File: config.mk
export PLATFORM = sky130hd
export DESIGN_NAME = wb_commit_stage_flat
export DESIGN_NICKNAME = d
export VERILOG_FILES = /design/src/rtl/wb_pkg.sv /design/src/rtl/wb_commit_stage_if.sv /design/src/rtl/wb_exc_prio.sv /design/src/rtl/wb_commit_stage.sv /design/src/flat_wrapper.sv
export SDC_FILE = /design/constraint.sdc
export NUM_CORES = 1
export LEC_CHECK = 0
export BUFFER_PORTS_ARGS = -buffer_cell sky130_fd_sc_hd__buf_2
export CORE_AREA = 2 2 225 227
export DETAILED_ROUTE_END_ITERATION = 10
export DIE_AREA = 0 0 227 229
export PLACE_DENSITY = 0.5
export SLEW_MARGIN = 10
export SYNTH_ARGS = -nofsm -noshare
export SYNTH_HDL_FRONTEND = slang
export SYNTH_SLANG_ARGS = --single-unit
File: constraint.sdc
create_clock -name clk -period 3.5 [get_ports clk]
set_input_delay 0.7 -clock clk [delete_from_list [all_inputs] [get_ports clk]]
set_output_delay 0.7 -clock clk [all_outputs]
set_load 0.05 [all_outputs]
File: src/rtl/wb_pkg.sv
// Shared constants for the writeback/commit stage: exception vector layout,
// LoongArch ecode/esubcode values and the bad-address source selector.
package wb_pkg;

  localparam int unsigned EXC_W = 16;

  // Exception vector bit positions.
  localparam int unsigned EXC_INT    = 0;
  localparam int unsigned EXC_ADEF   = 1;
  localparam int unsigned EXC_TLBR_F = 2;
  localparam int unsigned EXC_PIF    = 3;
  localparam int unsigned EXC_PPI_F  = 4;
  localparam int unsigned EXC_SYS    = 5;
  localparam int unsigned EXC_BRK    = 6;
  localparam int unsigned EXC_INE    = 7;
  localparam int unsigned EXC_IPE    = 8;
  localparam int unsigned EXC_ALE    = 9;
  localparam int unsigned EXC_ADEM   = 10;
  localparam int unsigned EXC_TLBR_M = 11;
  localparam int unsigned EXC_PIL    = 12;
  localparam int unsigned EXC_PIS    = 13;
  localparam int unsigned EXC_PME    = 14;
  localparam int unsigned EXC_PPI_M  = 15;

  // Architectural exception codes.
  localparam logic [5:0] ECODE_INT  = 6'h00;
  localparam logic [5:0] ECODE_PIL  = 6'h01;
  localparam logic [5:0] ECODE_PIS  = 6'h02;
  localparam logic [5:0] ECODE_PIF  = 6'h03;
  localparam logic [5:0] ECODE_PME  = 6'h04;
  localparam logic [5:0] ECODE_PPI  = 6'h07;
  localparam logic [5:0] ECODE_ADE  = 6'h08;
  localparam logic [5:0] ECODE_ALE  = 6'h09;
  localparam logic [5:0] ECODE_SYS  = 6'h0B;
  localparam logic [5:0] ECODE_BRK  = 6'h0C;
  localparam logic [5:0] ECODE_INE  = 6'h0D;
  localparam logic [5:0] ECODE_IPE  = 6'h0E;
  localparam logic [5:0] ECODE_TLBR = 6'h3F;

  localparam logic [8:0] ESUB_ADEF = 9'd0;
  localparam logic [8:0] ESUB_ADEM = 9'd1;

  // Which captured address feeds BADV.
  typedef enum logic {
    BADV_PC    = 1'b0,
    BADV_VADDR = 1'b1
  } badv_sel_e;

endpackage

File: src/rtl/wb_commit_stage_if.sv
// MEM -> WB pipeline bus: valid/allowin handshake plus the instruction payload.
interface wb_commit_stage_if import wb_pkg::*; #(
  parameter int unsigned XLEN  = 32,
  parameter int unsigned RF_AW = 5
) ();

  logic             ms2ws_valid;
  logic             ws_allowin;
  logic [XLEN-1:0]  ms_pc;
  logic [XLEN-1:0]  ms_vaddr;
  logic [EXC_W-1:0] ms_exc;
  logic             ms_ertn;
  logic             ms_rf_we;
  logic [RF_AW-1:0] ms_rf_waddr;
  logic [XLEN-1:0]  ms_rf_wdata;
  logic             ms_csr_re;
  logic             ms_csr_we;
  logic [13:0]      ms_csr_num;
  logic [XLEN-1:0]  ms_csr_wmask;
  logic [XLEN-1:0]  ms_csr_wvalue;

  modport master (
    output ms2ws_valid, ms_pc, ms_vaddr, ms_exc, ms_ertn,
           ms_rf_we, ms_rf_waddr, ms_rf_wdata,
           ms_csr_re, ms_csr_we, ms_csr_num, ms_csr_wmask, ms_csr_wvalue,
    input  ws_allowin
  );

  modport slave (
    input  ms2ws_valid, ms_pc, ms_vaddr, ms_exc, ms_ertn,
           ms_rf_we, ms_rf_waddr, ms_rf_wdata,
           ms_csr_re, ms_csr_we, ms_csr_num, ms_csr_wmask, ms_csr_wvalue,
    output ws_allowin
  );

endinterface

File: src/rtl/wb_exc_prio.sv
// Combinational exception resolver: picks the winning exception from the
// vector and reports its ecode/esubcode and whether/where BADV is written.
// Group order is INT > fetch > decode > mem; inside a group the higher bit wins.
module wb_exc_prio import wb_pkg::*; (
  input  logic [EXC_W-1:0] exc,
  output logic [5:0]       ecode,
  output logic [8:0]       esubcode,
  output badv_sel_e        badv_sel,
  output logic             badv_we
);

  // Priority chain from highest to lowest; an empty vector yields all zeros.
  always_comb begin
    ecode    = '0;
    esubcode = '0;
    badv_sel = BADV_PC;
    badv_we  = 1'b0;
    if (exc[EXC_INT]) begin
      ecode = ECODE_INT;
    end else if (exc[EXC_PPI_F]) begin
      ecode = ECODE_PPI;  badv_we = 1'b1;
    end else if (exc[EXC_PIF]) begin
      ecode = ECODE_PIF;  badv_we = 1'b1;
    end else if (exc[EXC_TLBR_F]) begin
      ecode = ECODE_TLBR; badv_we = 1'b1;
    end else if (exc[EXC_ADEF]) begin
      ecode = ECODE_ADE;  esubcode = ESUB_ADEF; badv_we = 1'b1;
    end else if (exc[EXC_IPE]) begin
      ecode = ECODE_IPE;
    end else if (exc[EXC_INE]) begin
      ecode = ECODE_INE;
    end else if (exc[EXC_BRK]) begin
      ecode = ECODE_BRK;
    end else if (exc[EXC_SYS]) begin
      ecode = ECODE_SYS;
    end else if (exc[EXC_PPI_M]) begin
      ecode = ECODE_PPI;  badv_sel = BADV_VADDR; badv_we = 1'b1;
    end else if (exc[EXC_PME]) begin
      ecode = ECODE_PME;  badv_sel = BADV_VADDR; badv_we = 1'b1;
    end else if (exc[EXC_PIS]) begin
      ecode = ECODE_PIS;  badv_sel = BADV_VADDR; badv_we = 1'b1;
    end else if (exc[EXC_PIL]) begin
      ecode = ECODE_PIL;  badv_sel = BADV_VADDR; badv_we = 1'b1;
    end else if (exc[EXC_TLBR_M]) begin
      ecode = ECODE_TLBR; badv_sel = BADV_VADDR; badv_we = 1'b1;
    end else if (exc[EXC_ADEM]) begin
      ecode = ECODE_ADE;  esubcode = ESUB_ADEM; badv_sel = BADV_VADDR; badv_we = 1'b1;
    end else if (exc[EXC_ALE]) begin
      ecode = ECODE_ALE;  badv_sel = BADV_VADDR; badv_we = 1'b1;
    end
  end

endmodule

File: src/rtl/wb_commit_stage.sv
// Writeback/commit stage: holds one instruction from MEM, performs the rf and
// CSR writes, raises exception/ertn flushes, stalls CSR reads for a fixed
// latency and counts retired instructions.
module wb_commit_stage import wb_pkg::*; #(
  parameter int unsigned XLEN       = 32,
  parameter int unsigned RF_AW      = 5,
  parameter int unsigned CSR_RD_LAT = 0,
  parameter int unsigned INSTRET_W  = 64
) (
  input  logic                 clk,
  input  logic                 resetn,
  wb_commit_stage_if.slave     ms,
  input  logic [XLEN-1:0]      csr_rvalue,
  output logic                 csr_re,
  output logic                 csr_we,
  output logic [13:0]          csr_num,
  output logic [XLEN-1:0]      csr_wmask,
  output logic [XLEN-1:0]      csr_wvalue,
  output logic                 wb_ex,
  output logic                 ertn_flush,
  output logic [XLEN-1:0]      wb_pc,
  output logic [5:0]           wb_ecode,
  output logic [8:0]           wb_esubcode,
  output logic                 wb_badv_we,
  output logic [XLEN-1:0]      wb_badv,
  output logic                 ws_rf_we,
  output logic [RF_AW-1:0]     ws_rf_waddr,
  output logic [XLEN-1:0]      ws_rf_wdata,
  output logic                 ws_busy,
  output logic [INSTRET_W-1:0] instret,
  output logic [XLEN-1:0]      debug_wb_pc,
  output logic [3:0]           debug_wb_rf_we,
  output logic [RF_AW-1:0]     debug_wb_rf_wnum,
  output logic [XLEN-1:0]      debug_wb_rf_wdata
);

  localparam int unsigned CNT_W = 3;

  logic                 ws_valid;
  logic [CNT_W-1:0]     cnt;
  logic [INSTRET_W-1:0] instret_r;

  logic [XLEN-1:0]      pc_r;
  logic [XLEN-1:0]      vaddr_r;
  logic [EXC_W-1:0]     exc_r;
  logic                 ertn_r;
  logic                 rf_we_r;
  logic [RF_AW-1:0]     rf_waddr_r;
  logic [XLEN-1:0]      rf_wdata_r;
  logic                 csr_re_r;
  logic                 csr_we_r;
  logic [13:0]          csr_num_r;
  logic [XLEN-1:0]      csr_wmask_r;
  logic [XLEN-1:0]      csr_wvalue_r;

  logic                 ready_go;
  logic                 allowin;
  logic                 capture;
  logic                 flush;
  logic                 retire;

  logic [5:0]           ecode_i;
  logic [8:0]           esubcode_i;
  badv_sel_e            badv_sel_i;
  logic                 badv_we_i;

  assign ready_go      = ~csr_re_r | (cnt == CNT_W'(CSR_RD_LAT));
  assign allowin       = ~ws_valid | ready_go;
  assign ms.ws_allowin = allowin;
  assign capture       = ms.ms2ws_valid & allowin;

  // Flushes fire immediately, even while a CSR read would still be waiting.
  assign wb_ex         = ws_valid & (|exc_r);
  assign ertn_flush    = ws_valid & ertn_r & ~(|exc_r);
  assign flush         = wb_ex | ertn_flush;
  assign retire        = ws_valid & ready_go & ~wb_ex;

  wb_exc_prio u_exc_prio (
    .exc      (exc_r),
    .ecode    (ecode_i),
    .esubcode (esubcode_i),
    .badv_sel (badv_sel_i),
    .badv_we  (badv_we_i)
  );

  // Stage occupancy; a flush empties the stage and drops any incoming entry.
  always_ff @(posedge clk) begin
    if (!resetn) begin
      ws_valid <= 1'b0;
    end else if (flush) begin
      ws_valid <= 1'b0;
    end else if (allowin) begin
      ws_valid <= ms.ms2ws_valid;
    end
  end

  // CSR-read wait counter: restarts on capture, advances while stalled.
  always_ff @(posedge clk) begin
    if (!resetn) begin
      cnt <= '0;
    end else if (capture) begin
      cnt <= '0;
    end else if (ws_valid && !ready_go) begin
      cnt <= cnt + 1'b1;
    end
  end

  // Instruction payload captured on each accepted handshake.
  always_ff @(posedge clk) begin
    if (!resetn) begin
      pc_r         <= '0;
      vaddr_r      <= '0;
      exc_r        <= '0;
      ertn_r       <= 1'b0;
      rf_we_r      <= 1'b0;
      rf_waddr_r   <= '0;
      rf_wdata_r   <= '0;
      csr_re_r     <= 1'b0;
      csr_we_r     <= 1'b0;
      csr_num_r    <= '0;
      csr_wmask_r  <= '0;
      csr_wvalue_r <= '0;
    end else if (capture) begin
      pc_r         <= ms.ms_pc;
      vaddr_r      <= ms.ms_vaddr;
      exc_r        <= ms.ms_exc;
      ertn_r       <= ms.ms_ertn;
      rf_we_r      <= ms.ms_rf_we;
      rf_waddr_r   <= ms.ms_rf_waddr;
      rf_wdata_r   <= ms.ms_rf_wdata;
      csr_re_r     <= ms.ms_csr_re;
      csr_we_r     <= ms.ms_csr_we;
      csr_num_r    <= ms.ms_csr_num;
      csr_wmask_r  <= ms.ms_csr_wmask;
      csr_wvalue_r <= ms.ms_csr_wvalue;
    end
  end

  // Retired-instruction counter; ertn counts, excepting entries do not.
  always_ff @(posedge clk) begin
    if (!resetn) begin
      instret_r <= '0;
    end else if (retire) begin
      instret_r <= instret_r + INSTRET_W'(1);
    end
  end

  assign instret     = instret_r;
  assign ws_busy     = ws_valid & ~ready_go;

  assign wb_pc       = ws_valid ? pc_r : '0;
  assign wb_ecode    = ws_valid ? ecode_i : '0;
  assign wb_esubcode = ws_valid ? esubcode_i : '0;
  assign wb_badv_we  = ws_valid & badv_we_i;
  assign wb_badv     = (ws_valid && badv_we_i) ?
                       ((badv_sel_i == BADV_VADDR) ? vaddr_r : pc_r) : '0;

  assign csr_re      = ws_valid & csr_re_r;
  assign csr_we      = ws_valid & ready_go & csr_we_r & ~wb_ex & ~ertn_flush;
  assign csr_num     = ws_valid ? csr_num_r : '0;
  assign csr_wmask   = csr_wmask_r;
  assign csr_wvalue  = csr_wvalue_r;

  assign ws_rf_we    = ws_valid & ready_go & rf_we_r & ~wb_ex & ~ertn_flush;
  assign ws_rf_waddr = ws_valid ? rf_waddr_r : '0;
  assign ws_rf_wdata = csr_re ? csr_rvalue : rf_wdata_r;

  assign debug_wb_pc       = wb_pc;
  assign debug_wb_rf_we    = {4{ws_rf_we}};
  assign debug_wb_rf_wnum  = ws_rf_waddr;
  assign debug_wb_rf_wdata = ws_rf_wdata;

endmodule
File: src/flat_wrapper.sv
// flat-port wrapper written by rule: the top's interface ports become plain ports
module wb_commit_stage_flat import wb_pkg::*;
#(
  parameter int unsigned XLEN       = 32,
  parameter int unsigned RF_AW      = 5,
  parameter int unsigned CSR_RD_LAT = 0,
  parameter int unsigned INSTRET_W  = 64
)
  (clk, resetn, csr_rvalue, csr_re, csr_we, csr_num, csr_wmask, csr_wvalue, wb_ex, ertn_flush, wb_pc, wb_ecode, wb_esubcode, wb_badv_we, wb_badv, ws_rf_we, ws_rf_waddr, ws_rf_wdata, ws_busy, instret, debug_wb_pc, debug_wb_rf_we, debug_wb_rf_wnum, debug_wb_rf_wdata, ms_ms2ws_valid, ms_ms_pc, ms_ms_vaddr, ms_ms_exc, ms_ms_ertn, ms_ms_rf_we, ms_ms_rf_waddr, ms_ms_rf_wdata, ms_ms_csr_re, ms_ms_csr_we, ms_ms_csr_num, ms_ms_csr_wmask, ms_ms_csr_wvalue, ms_ws_allowin);
  wb_commit_stage_if #(.XLEN(XLEN), .RF_AW(RF_AW)) ms_i ();
  input  logic clk;
  input  logic resetn;
  input  logic [XLEN-1:0] csr_rvalue;
  output logic csr_re;
  output logic csr_we;
  output logic [13:0] csr_num;
  output logic [XLEN-1:0] csr_wmask;
  output logic [XLEN-1:0] csr_wvalue;
  output logic wb_ex;
  output logic ertn_flush;
  output logic [XLEN-1:0] wb_pc;
  output logic [5:0] wb_ecode;
  output logic [8:0] wb_esubcode;
  output logic wb_badv_we;
  output logic [XLEN-1:0] wb_badv;
  output logic ws_rf_we;
  output logic [RF_AW-1:0] ws_rf_waddr;
  output logic [XLEN-1:0] ws_rf_wdata;
  output logic ws_busy;
  output logic [INSTRET_W-1:0] instret;
  output logic [XLEN-1:0] debug_wb_pc;
  output logic [3:0] debug_wb_rf_we;
  output logic [RF_AW-1:0] debug_wb_rf_wnum;
  output logic [XLEN-1:0] debug_wb_rf_wdata;
  input wire logic [$bits(ms_i.ms2ws_valid)-1:0] ms_ms2ws_valid;
  input wire logic [$bits(ms_i.ms_pc)-1:0] ms_ms_pc;
  input wire logic [$bits(ms_i.ms_vaddr)-1:0] ms_ms_vaddr;
  input wire logic [$bits(ms_i.ms_exc)-1:0] ms_ms_exc;
  input wire logic [$bits(ms_i.ms_ertn)-1:0] ms_ms_ertn;
  input wire logic [$bits(ms_i.ms_rf_we)-1:0] ms_ms_rf_we;
  input wire logic [$bits(ms_i.ms_rf_waddr)-1:0] ms_ms_rf_waddr;
  input wire logic [$bits(ms_i.ms_rf_wdata)-1:0] ms_ms_rf_wdata;
  input wire logic [$bits(ms_i.ms_csr_re)-1:0] ms_ms_csr_re;
  input wire logic [$bits(ms_i.ms_csr_we)-1:0] ms_ms_csr_we;
  input wire logic [$bits(ms_i.ms_csr_num)-1:0] ms_ms_csr_num;
  input wire logic [$bits(ms_i.ms_csr_wmask)-1:0] ms_ms_csr_wmask;
  input wire logic [$bits(ms_i.ms_csr_wvalue)-1:0] ms_ms_csr_wvalue;
  output wire logic [$bits(ms_i.ws_allowin)-1:0] ms_ws_allowin;
  assign ms_i.ms2ws_valid = ms_ms2ws_valid;
  assign ms_i.ms_pc = ms_ms_pc;
  assign ms_i.ms_vaddr = ms_ms_vaddr;
  assign ms_i.ms_exc = ms_ms_exc;
  assign ms_i.ms_ertn = ms_ms_ertn;
  assign ms_i.ms_rf_we = ms_ms_rf_we;
  assign ms_i.ms_rf_waddr = ms_ms_rf_waddr;
  assign ms_i.ms_rf_wdata = ms_ms_rf_wdata;
  assign ms_i.ms_csr_re = ms_ms_csr_re;
  assign ms_i.ms_csr_we = ms_ms_csr_we;
  assign ms_i.ms_csr_num = ms_ms_csr_num;
  assign ms_i.ms_csr_wmask = ms_ms_csr_wmask;
  assign ms_i.ms_csr_wvalue = ms_ms_csr_wvalue;
  assign ms_ws_allowin = ms_i.ws_allowin;
  wb_commit_stage #(.XLEN(XLEN), .RF_AW(RF_AW), .CSR_RD_LAT(CSR_RD_LAT), .INSTRET_W(INSTRET_W)) u_core (.clk(clk), .resetn(resetn), .ms(ms_i), .csr_rvalue(csr_rvalue), .csr_re(csr_re), .csr_we(csr_we), .csr_num(csr_num), .csr_wmask(csr_wmask), .csr_wvalue(csr_wvalue), .wb_ex(wb_ex), .ertn_flush(ertn_flush), .wb_pc(wb_pc), .wb_ecode(wb_ecode), .wb_esubcode(wb_esubcode), .wb_badv_we(wb_badv_we), .wb_badv(wb_badv), .ws_rf_we(ws_rf_we), .ws_rf_waddr(ws_rf_waddr), .ws_rf_wdata(ws_rf_wdata), .ws_busy(ws_busy), .instret(instret), .debug_wb_pc(debug_wb_pc), .debug_wb_rf_we(debug_wb_rf_we), .debug_wb_rf_wnum(debug_wb_rf_wnum), .debug_wb_rf_wdata(debug_wb_rf_wdata));
endmodule
==> out/metrics.cfg, run 1 <==
[status]
outcome=complete, no violations

[grt]
grt_max_degree=103
grt_pass1_vias=12318
grt_util_all_layers=0.1732
antenna_found_initial=10
grt_pass1_wl_mm=70.32
overflow=0

[critical_path]
startpoint_type=register
r2r_cells=6
cp-end-kind=output pin
cp_max_fo=18
worstPathRequired_ns=2.80
rrSetupSlack_ns=0.71
crit_type=register to output pin
arrival_ns=2.63

[clock_tree]
clk_latency_ns=0.53
clkTransAtPathRegs_ns=0.06
htreeDepth=2
root_buffer=clkbuf_16
cts_buffers=34
cts_setup_buffers=0
clk_path_buf_depth=3
cts_tree=done
cts_sinks=267

[layout]
synthToLayoutAreaGrowth_pct=34.72
nFillCells=5419
drive_above_1_share=0.3332
fin_area_mm2=0.01656
nets=2306
multi_input_area_mm2=0.005949
area.sequential_mm2=0.005346

[synthesis]
synth_top_area_frac=0.4349
syn_avg_cell_area_um2=7.558
synthTopCellsByArea=dfxtp_1, nand2_1, a21oi_1
synth_mux_area_frac=0.03095
synth_cells=1626
synth_top_family_by_area=simple AND/OR/NAND/NOR gates
synth-seq-cells=267
synth_flop_cell=dfxtp_1
yosysSeqAreaShare=0.4349
synth-xor-area-share=0.004989
synth_edf_count=0
synth_top_area_cell=dfxtp_1
synth.most_common_cell=nand2_1
synth_commonest_cells=nand2_1, a21oi_1, dfxtp_1
syn-cell-area_mm2=0.01229
synth_compound_area_frac=0.1588
synth_fa_ha_area_frac=0.003054
synthSimpleGateAreaFrac=0.2793
async_reset_ff_frac=0
synth_warnings=0
synth_cell_types=46

[die]
coreArea_mm2=0.04966
initial_utilization=0.2475
row_count=82
die_area_mm2=0.05198
ioPinCount=573
die_w_um=227
die_y_um=229

[placed_design]
gp_congestion=0.8367
dp_hpwl_mm=34.73
port_buffers=564
postPlaceCellArea_mm2=0.01528

[sta]
slew_headroom=0.3978
rsz0062_at_grt=yes
setup_violations=0
fin_crit_sh=0.9514
worst_pin_slew_ns=0.9032
max_clock_freq_ghz=0.3003
holdWs_ns=0.4036
min_period_ns=3.330
setup_tns_ns=0
slew_viol_final=0
hold_viol_final=0
clock_skew_ns=0.02043

[min_path]
min_path_type=primary input to register
holdPathStages=3

[detailed_routing]
vias=12925
via_per_inst=4.661
dr.pass1.iters=5
ant_nets=0
route.detailed.drc=0
wl_per_cell_um=16.98
drt_iter0_drc=515
wl_mm=47.08

[power]
ir_drop_mv=0.4193
leakage_nw=7.415
p_per_area_mw_per_mm2=500.0
finalPower_mw=8.278

[run]
cap_violations=0

==> cells by family (layout without fill, tap and decap cells) <==
family | Yosys count | count (layout)
AO/OA/AOI/OAI | 362 | 362
flip-flops | 267 | 267
adder cells (fa/ha/maj) | 3 | 3
other | 1 | 14
buffers and inverters | 204 | 666
XOR/XNOR | 7 | 7
AND/OR/NAND/NOR | 748 | 748
multiplexers | 34 | 34
==> placed cells by master, fill, tap and decap left out, drive strengths merged, types with 8 or more instances in the layout <==
master | Yosys | final
nor2 | 24 | 24
nand3 | 21 | 21
nand4 | 34 | 34
mux2 | 32 | 32
a21oi | 291 | 291
o31ai | 33 | 33
o21ai | 25 | 25
and2 | 62 | 62
clkbuf | 100 | 62
inv | 11 | 11
conb | 1 | 8
dfxtp | 267 | 267
nor4 | 8 | 8
buf | 93 | 580
and3 | 14 | 14
nor3 | 11 | 11
or3 | 23 | 23
nand2 | 497 | 497
or4 | 34 | 34
==> power by group <==
| part | leakage [nW] | switching (mW) | internal [mW] |
|---|---|---|---|
| registers | 2.19 | 0.0809 | 3.17 |
| logic | 4.64 | 0.900 | 0.341 |
| clock network | 0.591 | 1.42 | 2.37 |
==> per-stage QoR <==
| step | setup WS (ns) | util | std cells |
|---|---|---|---|
| 2_1_floorplan | -0.1340 | - | 1633 |
| 3_3_place_gp | 0.5847 | 0.3077 | 2705 |
| 3_5_place_dp | 0.5186 | 0.3077 | 2705 |
| 4_1_cts | 0.006547 | 0.3324 | 2767 |
| 5_1_grt | -0.01137 | 0.3334 | 2772 |
| 6_report | 0.1701 | 0.3334 | 2773 |
==> final cells by class <==
cell class                 instances  share of cell area
multi-input combinational       1162              0.3594
clock inverter                    13             0.01338
timing repair buffer             593              0.1894
tap                              672             0.05079
antenna                            6           0.0009069
clock buffer                      49             0.06031
inverter                          11            0.002947
sequential                       267              0.3229
==> what timing repair did <==
item / 4_1_cts / 5_1_grt
endpoints found under the setup margin: 38 / 38
resized for setup: 2 / 14
hold buffers: 0 / 0
==> metal layers <==
layer | up-vias | global-route usage | part of all wire
li1 | 6322 | - | -
met1 | 6083 | 0.2039 | 0.41
met2 | 444 | 0.2970 | 0.49
met3 | 68 | 0.05401 | 0.081
met4 | 8 | 0.05678 | 0.025
met5 | - | 0 | 0.0010
==> critical path, stage by stage, from the launching register on <==
cell,delay [ns]
dfxtp_1,0.34
or3_1,0.49
o21bai_2,0.27
nor3_2,0.22
buf_4,0.26
nand2_1,0.08
a21oi_1,0.14
buf_2,0.28
==> registers in the layout, indices dropped and copies added, names as in the netlist, 5 cells and up <==
signal             count
u_core.rf_waddr_r      5
u_core.instret        64
u_core.pc_r           32
u_core.csr_wvalue     32
u_core.vaddr_r        32
u_core.exc_r          16
u_core.csr_num_r      14
u_core.rf_wdata_r     32
u_core.csr_wmask      32
==> final timing paths <==
kind,start,endpoint
hold reg to reg,u_core.csr_wvalue[29],u_core.csr_wvalue[29]
setup reg to reg,u_core.exc_r[15],u_core.instret[62]
setup / recovery,u_core.exc_r[6],wb_badv[24]
hold / removal,ms_ms_csr_wmask[4],u_core.csr_wmask[4]
(Power assumes the default switching activity.)
==> inputs of run 2 (changes only) <==
Settings changed: CORE_AREA 2 2 225 227 to 2 2 221 223, DIE_AREA 0 0 227 229 to 0 0 223 225, PLACE_DENSITY 0.5 to 0.51.
==> run 2 against run 1 <==
  * Design area is 1.2% lower
  * Sequential cell count is the same
  * Highest routed layer unchanged
  * Critical endpoint is now wb_badv[9]
  * Via count decreased by 0.50%
  * Worst setup slack worse by 0.0072 ns
==> out/metrics.cfg, run 2 (synthesized netlist as in run 1, its figures left out) <==
[clock_tree]
clk_latency_ns=0.54  ; about the same
htreeDepth=2  ; unchanged
cts_tree=done
cts_setup_buffers=0  ; unchanged
clk_path_buf_depth=3  ; unchanged
clkTransAtPathRegs_ns=0.06  ; about the same
cts_sinks=267  ; unchanged
cts_buffers=34  ; unchanged
root_buffer=clkbuf_16
ctsHoldBuffers=0  ; unchanged

[sta]
slew_viol_final=0  ; unchanged
worst_pin_slew_ns=0.7703  ; -0.1329 ns
slew_headroom=0.4864  ; +0.08860
clock_skew_ns=0.02497  ; +0.004535 ns
holdWs_ns=0.3917  ; -0.01185 ns
hold_viol_final=0  ; unchanged
setup_ws_ns=0.1629  ; -0.007218 ns
max_clock_freq_ghz=0.2997  ; -0.22%
fin_crit_sh=0.9535  ; +0.002062
setup_tns_ns=0  ; unchanged
rsz0062_at_grt=no
setup_violations=0  ; unchanged
min_period_ns=3.337  ; +0.007218 ns

[power]
leakage_nw=7.386  ; -0.39%
finalPower_mw=8.061  ; -2.6%
p_per_area_mw_per_mm2=492.9  ; -1.4%
ir_drop_mv=0.3003  ; -28%

[detailed_routing]
ant_nets=0  ; unchanged
wl_per_cell_um=17.69  ; +4.2%
vias=12860  ; -0.50%
drt_iter0_drc=557  ; +8.2%
wl_mm=47.88  ; +1.7%
via_per_inst=4.752  ; +2.0%
dr.pass1.iters=5  ; unchanged
route.detailed.drc=0  ; unchanged

[layout]
final_core_util=0.3439  ; +0.01055
mostFrequentLayoutCell=buf_2
area.sequential_mm2=0.005346  ; unchanged
synthToLayoutAreaGrowth_pct=33.07
fin_area_mm2=0.01635  ; -1.2%
drive_above_1_share=0.3313  ; -0.001915
nets=2304  ; -0.087%
nFillCells=5114  ; -5.6%
largest_reg_flops=64  ; unchanged
layout_common_cells=buf_2, nand2_1, a21oi_1
final_cell_count_no_fill=2706  ; -2.4%
multi_input_area_mm2=0.005948  ; about the same

[critical_path]
cp_max_fo=32  ; +14
worst_r2r_endpoint=u_core.instret[43]
startpoint_type=register
arrival_ns=2.64  ; about the same
r2r_cells=6  ; unchanged
rrSetupSlack_ns=0.79  ; +0.08 ns
crit_type=register to output pin
path_cells=or3_1 > o21bai_2 > nor3_2 > buf_8 > nand2_1 > a21oi_1 > buf_2
cp-end-kind=output pin
worstPathRequired_ns=2.80  ; about the same
critPathBufInv=2  ; unchanged
critical_path.top_delay_family=simple AND/OR/NAND/NOR gates
max_stage_delay_ns=0.51  ; +0.02 ns
cp_slowest_cell=or3_1
r2r-start=u_core.exc_r[15]

[grt]
grt_pass1_wl_mm=70.67  ; +0.50%
grt_util_all_layers=0.1807  ; +0.007463
antenna_found_initial=10  ; unchanged
grt_max_degree=120  ; +17%
overflow=0  ; unchanged
grt_pass1_vias=11978  ; -2.8%

[min_path]
min_path_type=primary input to register
whs_endpoint=u_core.vaddr_r[20]
hp-start=ms_ms_vaddr[20]
holdPathStages=3  ; unchanged

[die]
initial_utilization=0.2585  ; +0.01099
die_area_mm2=0.05018  ; -3.5%
coreArea_mm2=0.04755  ; -4.3%
row_count=80  ; -2.4%
die_w_um=223  ; -1.8%
ioPinCount=573  ; unchanged
die_y_um=225  ; -1.7%

[status]
outcome=complete, no violations

[placed_design]
place_ws_ns=0.4835  ; -0.03505 ns
port_buffers=564  ; unchanged
gp_congestion=0.8169  ; -2.4%
placed_cells=2646  ; -2.2%
dp_hpwl_mm=35.34  ; +1.8%
postPlaceCellArea_mm2=0.01521  ; -0.48%

[run]
cap_violations=0  ; unchanged

## run 2: changes by cell type in the layout (fill, tap and decap cells not counted), moves of 4 or more
| cell | before | now |
|---|---|---|
| clkbuf_4 | 13 | 0 |
| buf_4 | 24 | 19 |
| buf_2 | 551 | 563 |
| diode_2 | 6 | 2 |
## run 2: final cells by class
| type | instances | area share |
|---|---|---|
| timing repair buffer | 591 | 0.1907 |
| sequential | 267 | 0.3269 |
| tap | 615 | 0.04705 |
| multi-input combinational | 1162 | 0.3637 |
| clock buffer | 46 | 0.05914 |
| antenna | 2 | 0.0003060 |
| inverter | 11 | 0.002984 |
| clock inverter | 12 | 0.009181 |
## run 2: worst max path at each step
stage	startpoint	endpoint	slack [ns]	cells past startpoint
after floorplan	u_core.exc_r[15]	wb_ecode[3]	-0.13	4
after global placement	u_core.exc_r[15]	wb_badv[31]	0.54	7
after detailed placement	u_core.exc_r[15]	wb_badv[28]	0.48	7
after CTS	u_core.exc_r[15]	debug_wb_rf_we[3]	0.0004	5
after global routing	u_core.exc_r[5]	wb_badv[24]	0.005	7
final	u_core.exc_r[5]	wb_badv[9]	0.16	7
## run 2: repair_timing
item                       4_1_cts  5_1_grt
setup endpoints to repair       33       43
gates resized for setup          4        4
gates cloned                     0        0
## run 2: power by group
part / total [mW] / leakage [nW] / switching (mW) / internal [mW]
Sequential: 3.25 / 2.19 / 0.0849 / 3.17
Combinational: 1.24 / 4.64 / 0.898 / 0.339
Clock: 3.57 / 0.554 / 1.41 / 2.16
Total: 8.06 / 7.39 / 2.39 / 5.67
## run 2: metal layers
layer  global-route usage  vias up  share of wire
met5                    0        -         0.0012
met4              0.05997       10          0.026
met3              0.05189       79          0.074
met2               0.3128      477           0.49
met1               0.2144     5969           0.41
li1                     -     6325              -
## run 2: worst register-to-register path: stages, from the launching register on
cell	delay (ns)
dfxtp_1	0.34
or4_4	0.60
nor4_4	0.29
buf_4	0.22
nand3_2	0.39
or4_1	0.64
a21oi_1	0.15
==> inputs of run 3 (changes only) <==
Settings changed: CTS_CLUSTER_DIAMETER set to 30, PLACE_DENSITY 0.51 to unset, PLACE_DENSITY_LB_ADDON set to 0.08, TNS_END_PERCENT set to 50.
==> run 3 against run 2 <==
  * First-iteration DRC count grew 17%
  * Largest power group unchanged
  * Clock power increased by 110%
  * Sequential cell count unchanged
  * Hold slack worse by 0.051 ns
  * Critical endpoint is now debug_wb_rf_we[1]
  * Register-to-register slack got worse by 0.05 ns
  * Core utilization increased by 3.8 points
  * Clock skew fell by 0.011 ns
==> out/metrics.cfg, run 3 (synthesized netlist as in run 1, its figures left out) <==
[critical_path]
startpoint_type=register
arrival_ns=2.68  ; +0.04 ns
cp-end-kind=output pin
cp_max_fo=5  ; -84%
worstPathRequired_ns=2.80  ; about the same
crit_type=register to output pin

[sta]
min_period_ns=3.377  ; +0.03981 ns
setup_tns_ns=0  ; unchanged
rsz0062_at_grt=yes
worst_pin_slew_ns=0.7521  ; -0.01819 ns
clock_skew_ns=0.01414  ; -0.01083 ns
setup_violations=0  ; unchanged
setup_ws_ns=0.1231  ; -0.03981 ns
slew_headroom=0.4986  ; +0.01213
slew_viol_final=0  ; unchanged
max_clock_freq_ghz=0.2961  ; -1.2%
fin_crit_sh=0.9648  ; +0.01137
hold_viol_final=0  ; unchanged

[layout]
nFillCells=5046  ; -1.3%
drive_above_1_share=0.3580  ; +0.02670
final_cell_count_no_fill=2800  ; +3.5%
nets=2351  ; +2.0%
synthToLayoutAreaGrowth_pct=47.63
mostFrequentLayoutCell=buf_2
largest_reg_flops=64  ; unchanged
layout_common_cells=buf_2, nand2_1, a21oi_1

[grt]
grt_pass1_vias=12496  ; +4.3%
grt_pass1_wl_mm=73.51  ; +4.0%
antenna_found_initial=14  ; +4
overflow=0  ; unchanged
grt_max_degree=144  ; +20%
grt_util_all_layers=0.1882  ; +0.007578

[detailed_routing]
highest_layer=met5
wl_per_cell_um=17.80  ; +0.61%
wl_mm=49.84  ; +4.1%
via_per_inst=4.675  ; -1.6%
met3WireLength_mm=3.811  ; +8.2%
wl_met2_mm=23.96  ; +1.6%
vias=13089  ; +1.8%
drt_iter0_drc=654  ; +17%
drt-met1-wl_mm=20.72  ; +6.5%
dr.pass1.iters=6  ; +1
ant_nets=0  ; unchanged
route.detailed.drc=0  ; unchanged

[clock_tree]
cts_tree=done
root_buffer=clkbuf_16
clkTransAtPathRegs_ns=0.05  ; about the same
clk_latency_ns=0.60  ; +0.06 ns
clk_path_buf_depth=3  ; unchanged
htreeDepth=3  ; +1
cts_buffers=81  ; +140%
ctsHoldBuffers=0  ; unchanged
cts_sinks=267  ; unchanged

[power]
ir_drop_mv=0.3964  ; +32%
leakage_nw=8.253  ; +12%
p_per_area_mw_per_mm2=670.0  ; +36%
finalPower_mw=12.16  ; +51%

[placed_design]
dp_hpwl_mm=35.88  ; +1.5%
placed_cells=2646  ; unchanged
place_ws_ns=0.4685  ; -0.01499 ns
gp_congestion=0.8057  ; -1.4%
port_buffers=564  ; unchanged

[die]
die_y_um=225  ; unchanged
ioPinCount=573  ; unchanged
row_count=80  ; unchanged
die_area_mm2=0.05018  ; unchanged
coreArea_mm2=0.04755  ; unchanged
initial_utilization=0.2585  ; unchanged
die_w_um=223  ; unchanged

[min_path]
min_path_type=primary input to register

[status]
outcome=complete, no violations

[run]
cap_violations=0  ; unchanged

[run 3: layout make-up]
cell class / count / area (um2) / share of cell area
inverter: 11 / 48.80 / 0.002690
clock buffer: 112 / 2386 / 0.1315
tap: 615 / 769.5 / 0.04241
antenna: 6 / 15.01 / 0.0008276
sequential: 267 / 5346 / 0.2947
multi-input combinational: 1162 / 5953 / 0.3281
clock inverter: 36 / 509.2 / 0.02807
timing repair buffer: 591 / 3114 / 0.1717
[run 3: stage by stage]
| stage | area [um2] | utilization | hold WS (ns) |
|---|---|---|---|
| after detailed placement | 15190 | 0.3196 | 0.4438 |
| after floorplan | 12320 | - | 0.4317 |
| after CTS | 18110 | 0.3808 | 0.2964 |
| after global routing | 18140 | 0.3815 | 0.3171 |
| final | 18140 | 0.3816 | 0.3408 |
| after global placement | 15190 | 0.3196 | 0.4382 |
[run 3: worst max-delay path: stages, from the launching register on]
cell and delay (ns):
dfxtp_1 0.32, or4_4 0.61, nor4_4 0.28, and2_1 0.31, and3_1 0.28, buf_2 0.29
[run 3: repair_timing]
action                     4_1_cts  5_1_grt
setup endpoints to repair       38       25
setup buffers                    0        0
resized for setup                5        7
[run 3: metal layers]
metal | vias to the layer above | GRT usage
met1 | 6056 | 0.2236
li1 | 6465 | -
met2 | 461 | 0.3147
met5 | - | 0
met3 | 95 | 0.06232
met4 | 12 | 0.07253
[run 3: power by group]
part / internal (mW) / total [mW] / switching (mW)
registers: 3.18 / 3.27 / 0.0866
logic: 0.341 / 1.23 / 0.888
clock network: 5.52 / 7.66 / 2.14
total: 9.04 / 12.2 / 3.11
[run 3: worst paths after layout]
check,startpoint,to,slack [ns],cells after the start
setup reg to reg,u_core.exc_r[15],u_core.instret[48],0.74,6
hold / removal,ms_ms_rf_waddr[0],u_core.rf_waddr_r[0],0.34,3
hold reg to reg,u_core.csr_wvalue[20],u_core.csr_wvalue[20],0.45,2
setup / recovery,u_core.exc_r[15],debug_wb_rf_we[1],0.12,5
